### src/rtl/buffer_writer.sv
// Frame buffer ingress: packs RGB888 pixels into RAM words and writes whole frames
// into a rotating set of banks, always steering clear of the bank the reader holds.
module buffer_writer #(
   parameter int BLOCK_WIDTH = 32,
   parameter int BLOCK_DEPTH = 480,
   parameter int BANK_COUNT  = 3,
   parameter int BLOCK_COUNT = 4
) (
   input  logic                           I_clk,
   input  logic                           I_rst,
   input  logic                           I_vsync,
   input  logic                           I_de,
   input  logic [23:0]                    I_pixel,
   input  logic [$clog2(BANK_COUNT)-1:0]  I_read_bank,
   output logic                           O_wr_en,
   output logic [$clog2(BANK_COUNT)-1:0]  O_wr_bank,
   output logic [$clog2(BLOCK_COUNT)-1:0] O_wr_block,
   output logic [$clog2(BLOCK_DEPTH)-1:0] O_wr_addr,
   output logic [BLOCK_WIDTH-1:0]         O_wr_data,
   output logic                           O_frame_done,
   output logic [$clog2(BANK_COUNT)-1:0]  O_done_bank,
   output logic                           O_short_frame,
   output logic                           O_overflow
);

   localparam int BANK_W = $clog2(BANK_COUNT);
   localparam int BLK_W  = $clog2(BLOCK_COUNT);
   localparam int ADDR_W = $clog2(BLOCK_DEPTH);

   localparam logic [ADDR_W-1:0] ADDR_LAST = ADDR_W'(BLOCK_DEPTH - 1);
   localparam logic [BLK_W-1:0]  BLK_LAST  = BLK_W'(BLOCK_COUNT - 1);

   localparam logic [1:0] ST_IDLE  = 2'd0;
   localparam logic [1:0] ST_WRITE = 2'd1;
   localparam logic [1:0] ST_FULL  = 2'd2;

   logic [1:0]        state_r;
   logic              vs_q_r;
   logic              ovf_seen_r;
   logic [BANK_W-1:0] wbank_r;
   logic [BLK_W-1:0]  blk_r;
   logic [ADDR_W-1:0] addr_r;

   logic              vs_rise_s;
   logic              last_s;
   logic              started_s;
   logic [BLK_W-1:0]  blk_inc_s;
   logic [ADDR_W-1:0] addr_inc_s;
   logic [BANK_W-1:0] new_bank_s;

   // Lowest bank index that is neither the one just filled nor the reader's.
   function automatic logic [BANK_W-1:0] pick_bank(input logic [BANK_W-1:0] old_bank,
                                                   input logic [BANK_W-1:0] rd_bank);
      logic [BANK_W-1:0] sel;
      sel = {BANK_W{1'b0}};
      for (int b = BANK_COUNT - 1; b >= 0; b--) begin
         if ((BANK_W'(b) != old_bank) && (BANK_W'(b) != rd_bank)) begin
            sel = BANK_W'(b);
         end
      end
      return sel;
   endfunction

   // Edge detect, frame position decode and next counter values.
   always_comb begin
      vs_rise_s  = I_vsync & ~vs_q_r;
      last_s     = (blk_r == BLK_LAST) && (addr_r == ADDR_LAST);
      started_s  = (blk_r != {BLK_W{1'b0}}) || (addr_r != {ADDR_W{1'b0}});
      new_bank_s = pick_bank(wbank_r, I_read_bank);
      if (addr_r == ADDR_LAST) begin
         addr_inc_s = {ADDR_W{1'b0}};
         blk_inc_s  = blk_r + BLK_W'(1);
      end else begin
         addr_inc_s = addr_r + ADDR_W'(1);
         blk_inc_s  = blk_r;
      end
   end

   // Frame state machine with the registered write stage and status pulses.
   always_ff @(posedge I_clk) begin
      if (I_rst) begin
         state_r       <= ST_IDLE;
         vs_q_r        <= 1'b1;
         ovf_seen_r    <= 1'b0;
         wbank_r       <= {BANK_W{1'b0}};
         blk_r         <= {BLK_W{1'b0}};
         addr_r        <= {ADDR_W{1'b0}};
         O_wr_en       <= 1'b0;
         O_wr_bank     <= {BANK_W{1'b0}};
         O_wr_block    <= {BLK_W{1'b0}};
         O_wr_addr     <= {ADDR_W{1'b0}};
         O_wr_data     <= {BLOCK_WIDTH{1'b0}};
         O_frame_done  <= 1'b0;
         O_done_bank   <= {BANK_W{1'b0}};
         O_short_frame <= 1'b0;
         O_overflow    <= 1'b0;
      end else begin
         vs_q_r        <= I_vsync;
         O_wr_en       <= 1'b0;
         O_frame_done  <= 1'b0;
         O_short_frame <= 1'b0;
         O_overflow    <= 1'b0;
         case (state_r)
            ST_IDLE: begin
               if (vs_rise_s) begin
                  state_r <= ST_WRITE;
                  blk_r   <= {BLK_W{1'b0}};
                  addr_r  <= {ADDR_W{1'b0}};
               end
            end
            ST_WRITE: begin
               if (I_de) begin
                  O_wr_en    <= 1'b1;
                  O_wr_bank  <= wbank_r;
                  O_wr_block <= blk_r;
                  O_wr_addr  <= addr_r;
                  O_wr_data  <= BLOCK_WIDTH'(I_pixel);
               end
               // A pixel arriving with the edge still belongs to the frame in progress.
               if (I_de && last_s) begin
                  O_frame_done <= 1'b1;
                  O_done_bank  <= wbank_r;
                  wbank_r      <= new_bank_s;
                  blk_r        <= {BLK_W{1'b0}};
                  addr_r       <= {ADDR_W{1'b0}};
                  ovf_seen_r   <= 1'b0;
                  state_r      <= vs_rise_s ? ST_WRITE : ST_FULL;
               end else if (vs_rise_s) begin
                  O_short_frame <= started_s | I_de;
                  blk_r         <= {BLK_W{1'b0}};
                  addr_r        <= {ADDR_W{1'b0}};
               end else if (I_de) begin
                  blk_r  <= blk_inc_s;
                  addr_r <= addr_inc_s;
               end
            end
            ST_FULL: begin
               if (I_de && !ovf_seen_r) begin
                  O_overflow <= 1'b1;
                  ovf_seen_r <= 1'b1;
               end
               if (vs_rise_s) begin
                  state_r <= ST_WRITE;
                  blk_r   <= {BLK_W{1'b0}};
                  addr_r  <= {ADDR_W{1'b0}};
               end
            end
            default: begin
               state_r <= ST_IDLE;
            end
         endcase
      end
   end

endmodule

### config.mk
export PLATFORM = sky130hd
export DESIGN_NAME = buffer_writer
export DESIGN_NICKNAME = d
export VERILOG_FILES = /design/src/rtl/buffer_writer.sv
export SDC_FILE = /design/constraint.sdc
export NUM_CORES = 1
export LEC_CHECK = 0
export CAP_MARGIN = 30
export CORE_ASPECT_RATIO = 0.75
export CORE_UTILIZATION = 45
export DETAILED_ROUTE_END_ITERATION = 7
export PLACE_DENSITY = 0.84
export SYNTH_ARGS = -nofsm -noshare
export SYNTH_HDL_FRONTEND = slang
export SYNTH_SLANG_ARGS = --single-unit
### constraint.sdc
create_clock -name I_clk -period 1.9 [get_ports I_clk]
set_input_delay 0.475 -clock I_clk [delete_from_list [all_inputs] [get_ports I_clk]]
set_output_delay 0.475 -clock I_clk [all_outputs]
set_load 0.01 [all_outputs]
==> impl_metrics.tcl, run 1 <==
set metrics [dict create \
    status "finished with violations" \
    violations "DRC" \
    drc 2 \
    hold_buffers 0 \
    required_ns 1.42 \
    crit_arrival_ns 1.24 \
    grt_pass1_wl_um 9630 \
    cts_max_path_buffers 2 \
    die_height_um 66.6 \
    cts.sinks 60 \
    cp-start-kind "flop" \
    crit_chain "clkdlybuf4s50_1" \
    via_count 2293 \
    cap_violations 0 \
    clockRootBuffer "clkbuf_8" \
    antenna_left 0 \
    critPathKind "flop to output pin" \
    tritoncts "done" \
    synth_seq_area_share 0.480 \
    rsz0062_at_grt "false" \
    ys.flop_type "dfxtp_1" \
    critical-path-top-delay-family "buffers and inverters" \
    grt_pass1_vias 1993 \
    antenna_found_initial 0 \
    yosys_warnings 0 \
    syn_area_per_cell_um2 8.28 \
    hp-class "flop to flop" \
    critPathMaxStageDelay_ns 0.55 \
    dp_hpwl_um 4260 \
    initial_core_util 0.467 \
    num_rows 23 \
    worst_slack_ns 0.189 \
    netlist.area_leader.share 0.480 \
    post_cts_resized 0 \
    finalCriticalPeriod_ns 1.71 \
    fmax_mhz 584 \
    cts_buffers 9 \
    post_cts_buffers 0 \
    clkLatencyLatePin_ns 0.34 \
    syn_area_mm2 0.00250 \
    drive_above_1_share 0.125 \
    n_antenna_cell 0 \
    routed_wl_um 6000 \
    p_leak_nw 1.33 \
    design.core.area_mm2 0.00535 \
    fin_tns_setup_ns 0 \
    clkSlewWorstSetupHoldPaths_ns 0.07 \
    fillers 467 \
    fin_skew_ns 0.00695 \
    grt-ovfl-total 0 \
    synthCells 302 \
    area.growth.synth_to_final_pct 41.3 \
    worstSetupEndpointType "output pin" \
    postLayoutCoreUtil 0.660 \
    firstDrtPassIters 6 \
    port_buffers 72 \
    crit_path_max_fanout 2 \
    ir_worst_vdd_mv 0.492 \
    place_ws_ns -0.0651 \
    layout.nets 421 \
    hold_viol_final 0 \
    async_flop_share 0 \
    via_per_inst 4.91 \
    synth_cell_type_count 42 \
    synth_top_cell_by_area "dfxtp_1" \
    dieArea_mm2 0.00586 \
    synth-seq-cells 60 \
    ys_top_cells_by_area "dfxtp_1 48%, nand2_1 13%, a21oi_1 7.8%" \
    routabilityCongestion 0.907 \
    die_w_um 88.1 \
    crit_buf_inv 1 \
    synth_edf_count 0 \
    ios 81 \
    grt_max_degree 39 \
    crit_slowest_cell "clkdlybuf4s50_1" \
    setup_viol 0 \
    drv_slew 0 \
    p_per_area_mw_per_mm2 699 \
    wl_per_cell_um 12.8 \
    drt-initial-drc-count 111 \
    period_share 0.901 \
    htree_levels 3 \
    grt.total_usage 0.220 \
]
==> cell usage after synthesis (2+ instances only) <==
| cell | number |
|---|---|
| nand2_1 | 88 |
| dfxtp_1 | 60 |
| a21oi_1 | 39 |
| a31oi_1 | 10 |
| nor2_1 | 10 |
| buf_2 | 8 |
| buf_4 | 8 |
| clkbuf_1 | 8 |
| inv_1 | 8 |
| mux2i_1 | 7 |
| ha_1 | 4 |
| nand3_1 | 4 |
| nand4_1 | 4 |
| buf_1 | 3 |
| nand2b_1 | 3 |
| o21ai_0 | 3 |
| a211oi_1 | 2 |
| a41oi_1 | 2 |
| and3_1 | 2 |
| nor2b_1 | 2 |
| nor3_1 | 2 |
| nor4_1 | 2 |
| nor4b_1 | 2 |
| or2_1 | 2 |
| or2_2 | 2 |
==> path summary, 6_finish.rpt <==
path | startpoint | to | slack [ns] | depth (start not counted)
setup / recovery | O_wr_addr[0] | O_wr_addr[0] | 0.19 | 1
hold / removal | ovf_seen_r | O_overflow | 0.45 | 1
setup reg to reg | addr_r[1] | ovf_seen_r | 0.24 | 5
hold reg to reg | ovf_seen_r | O_overflow | 0.45 | 1
==> cell usage in the layout, fill, tap and decap left out, types with 2 or more instances in the layout <==
| master | count |
|---|---|
| nand3_1 | 4 |
| a21oi_1 | 39 |
| a31oi_1 | 10 |
| conb_1 | 8 |
| buf_4 | 23 |
| nor3_1 | 2 |
| nor2_1 | 9 |
| ha_1 | 4 |
| a41oi_1 | 2 |
| nand4_1 | 4 |
| dfxtp_1 | 60 |
| nand2b_1 | 3 |
| a211oi_1 | 2 |
| or2_1 | 2 |
| inv_1 | 8 |
| and3_1 | 2 |
| nor4_1 | 2 |
| clkinv_2 | 4 |
| nand2_1 | 88 |
| clkbuf_8 | 10 |
| nor2b_1 | 2 |
| o21ai_0 | 3 |
| mux2i_1 | 7 |
| clkdlybuf4s50_1 | 71 |
| or2_2 | 2 |
| nor4b_1 | 2 |
==> sequential cells by signal, indices dropped and copies added, names as in the netlist <==
| name | flops |
|---|---|
| ovf_seen_r | 1 |
| wbank_r | 2 |
| O_short_frame | 1 |
| state_r | 2 |
| O_wr_addr | 9 |
| vs_q_r | 1 |
| O_frame_done | 1 |
| blk_r | 2 |
| addr_r | 9 |
| O_wr_block | 2 |
| O_wr_data | 24 |
| O_wr_bank | 2 |
| O_done_bank | 2 |
| O_overflow | 1 |
| O_wr_en | 1 |
==> where the power goes <==
part / switching, W / total, W / leakage (nW) / internal (W)
clock network: 0.000488 / 0.000987 / 0.0889 / 0.000499
logic: 0.0000971 / 0.000201 / 0.753 / 0.000103
registers: 0.00000804 / 0.00128 / 0.484 / 0.00127
==> layer usage <==
metal	track usage	part of all wire
met1	0.288	0.44
met2	0.327	0.45
met3	0.0979	0.10
met4	0.0585	0.0077
met5	0	0
==> metrics by stage <==
step                      power (W)  instance area, um^2  std cells  hold slack, ns
final                       0.00247                 3530        467           0.449
after global routing        0.00258                 3530        467           0.468
after CTS                   0.00250                 3530        467           0.453
after detailed placement    0.00151                 3370        451           0.440
after global placement      0.00151                 3370        451           0.440
after floorplan             0.00141                 2530        309           0.408
==> cell type report <==
class                   instances  area, um^2  area share
clock buffers                  11         141      0.0400
well taps                      75        93.8      0.0265
inverters                       8        30.0     0.00850
clock inverters                 5        27.5     0.00779
multi-input cells             213        1150       0.326
flip-flops and latches         60        1200       0.340
repair buffers                 95         888       0.251
==> cells by family after synthesis <==
group | share of synthesized area
adders and majority gates | 0.0200
AOI/OAI and AO/OA | 0.147
other | 0.00150
xor gates and xnor gates | 0.00350
DFF | 0.480
muxes | 0.0280
buffers and inverters | 0.0705
and+or+nand+nor | 0.250
Power figures use the tool's default switching activity.
==> run 2, diff against run 1 <==
--- a/config.mk
+++ b/config.mk
@@ -7,6 +7,7 @@
 export LEC_CHECK = 0
 export CAP_MARGIN = 30
 export CORE_ASPECT_RATIO = 0.75
+export CORE_MARGIN = 5
 export CORE_UTILIZATION = 45
 export DETAILED_ROUTE_END_ITERATION = 7
 export PLACE_DENSITY = 0.84
==> run 2 against run 1 <==
Net effect:
- sequential share of layout area fell by 0.084 points
- the flow now finishes without violations
- hold slack got worse by 0.024 ns
- setup slack got worse by 0.016 ns
==> impl_metrics.tcl, run 2 (same netlist as run 1, synthesis figures left out) <==
set metrics [dict create \
    status "complete, no violations" \
    period_share 0.909 \
    routed_wl_um 6460 \
    top_layer "met4" \
    final_cell_mix "88 x nand2_1, 71 x clkdlybuf4s50_1, 60 x dfxtp_1" \
    ir_worst_vdd_mv 0.556 \
    layout.nets 418 \
    hold_slack_ns 0.425 \
    clkLatencyLatePin_ns 0.34 \
    dieArea_mm2 0.00716 \
    finish.instance_area_mm2 0.00354 \
    hold_start "I_rst" \
    crit_chain "clkdlybuf4s50_1" \
    grt-ovfl-total 0 \
    drc 0 \
    design.core.area_mm2 0.00538 \
    grt_pass1_wl_um 10500 \
    htree_levels 3 \
    required_ns 1.42 \
    p_leak_nw 1.32 \
    cts_max_path_buffers 2 \
    cp-start-kind "flop" \
    critPathKind "flop to output pin" \
    antenna_left 0 \
    p_per_area_mw_per_mm2 740 \
    cap_violations 0 \
    min_path_cells 2 \
    crit_buf_inv 1 \
    hold_viol_final 0 \
    grt_pass1_vias 2208 \
    crit_path_max_fanout 2 \
    area.growth.synth_to_final_pct 41.7 \
    clkSlewWorstSetupHoldPaths_ns 0.07 \
    fin_tns_setup_ns 0 \
    fmax_mhz 579 \
    finalCriticalPeriod_ns 1.73 \
    dp_hpwl_um 4670 \
    drv_slew 0 \
    largest_reg_flops 24 \
    via_per_inst 5.03 \
    wl_met3_um 601 \
    drive_above_1_share 0.121 \
    tritoncts "done" \
    routabilityCongestion 0.881 \
    initial_core_util 0.465 \
    post_cts_buffers 0 \
    cp.depth 1 \
    worstSetupEndpointType "output pin" \
    cts.sinks 60 \
    die_w_um 96.1 \
    crit_slowest_cell "clkdlybuf4s50_1" \
    cts_buffers 9 \
    port_buffers 72 \
    reg2reg_from "addr_r[3]" \
    antenna_found_initial 0 \
    hp-class "input pin to flop" \
    fillers 475 \
    placed_area_mm2 0.00334 \
    crit_arrival_ns 1.25 \
    critPathMaxStageDelay_ns 0.55 \
    n_antenna_cell 0 \
    met1_length_um 2880 \
    firstDrtPassIters 4 \
    wl_per_cell_um 13.9 \
    num_rows 23 \
    dp.cells 448 \
    post_cts_resized 0 \
    critical-path-top-delay-family "buffers and inverters" \
    clockRootBuffer "clkbuf_8" \
    fin_skew_ns 0.00811 \
    met2RoutedLength_um 2940 \
    largest-register "O_wr_data" \
    final_common_cell "nand2_1" \
    via_count 2332 \
    grt_max_degree 39 \
    reg_top3 "O_wr_data (24), O_wr_addr (9), addr_r (9)" \
    ios 81 \
    rsz0062_at_grt "false" \
    drt-initial-drc-count 165 \
    stdcell_count 464 \
    reg2regPathDepth 4 \
    die_height_um 74.6 \
    setup_viol 0 \
    startpoint "O_done_bank[0]" \
    grt.total_usage 0.191 \
    hold_buffers 0 \
]
run 2: cell types whose count changed in the layout (fill, tap and decap cells not counted):
| cell | previous run | this run |
|---|---|---|
| buf_4 | 23 | 20 |
| clkinvlp_4 | 1 | 2 |
| inv_6 | 0 | 1 |
| clkinv_2 | 4 | 1 |
| clkinv_4 | 0 | 2 |
| clkbuf_8 | 10 | 9 |
| clkbuf_1 | 1 | 0 |
| bufinv_16 | 0 | 1 |
run 2: power by group:
part | internal [W] | total (W) | switching, W | leakage (nW)
clock | 0.000611 | 0.00114 | 0.000531 | 0.0958
combinational | 0.000101 | 0.000197 | 0.0000964 | 0.737
sequential | 0.00127 | 0.00128 | 0.0000103 | 0.484
run 2: final cells by class:
class                      instances  area (um^2)  share of cell area
multi-input combinational        213         1150               0.325
timing repair buffer              92          866               0.244
clock buffer                       9          124              0.0350
sequential                        60         1200               0.339
tap                               75         93.8              0.0265
inverter                           8         30.0             0.00847
clock inverter                     7         76.3              0.0215
run 2: metrics by stage:
step	worst slack, ns	total power [W]	utilization
floorplan	0.150	0.00141	-
global placement	-0.0586	0.00151	0.621
detailed placement	-0.117	0.00151	0.621
CTS	0.155	0.00265	0.658
global route	0.0979	0.00273	0.658
finish	0.173	0.00262	0.658
run 2: worst register-to-register path, stage by stage, from the launching register on:
cell and delay, ns:
dfxtp_1 0.51, nand4b_4 0.19, or3_4 0.42, or2_1 0.24
a31o_1 0.22
run 2: path summary, 6_finish.rpt:
check              endpoint  slack (ns)
max          O_done_bank[0]        0.17
min                  vs_q_r        0.43
max reg2reg      ovf_seen_r        0.21
min reg2reg    O_wr_addr[7]        0.45
run 2: routing by layer:
layer,up-vias,GRT usage
met4,0,0.0662
met2,91,0.295
met1,1069,0.247
met3,4,0.0688
li1,1168,-
met5,-,0
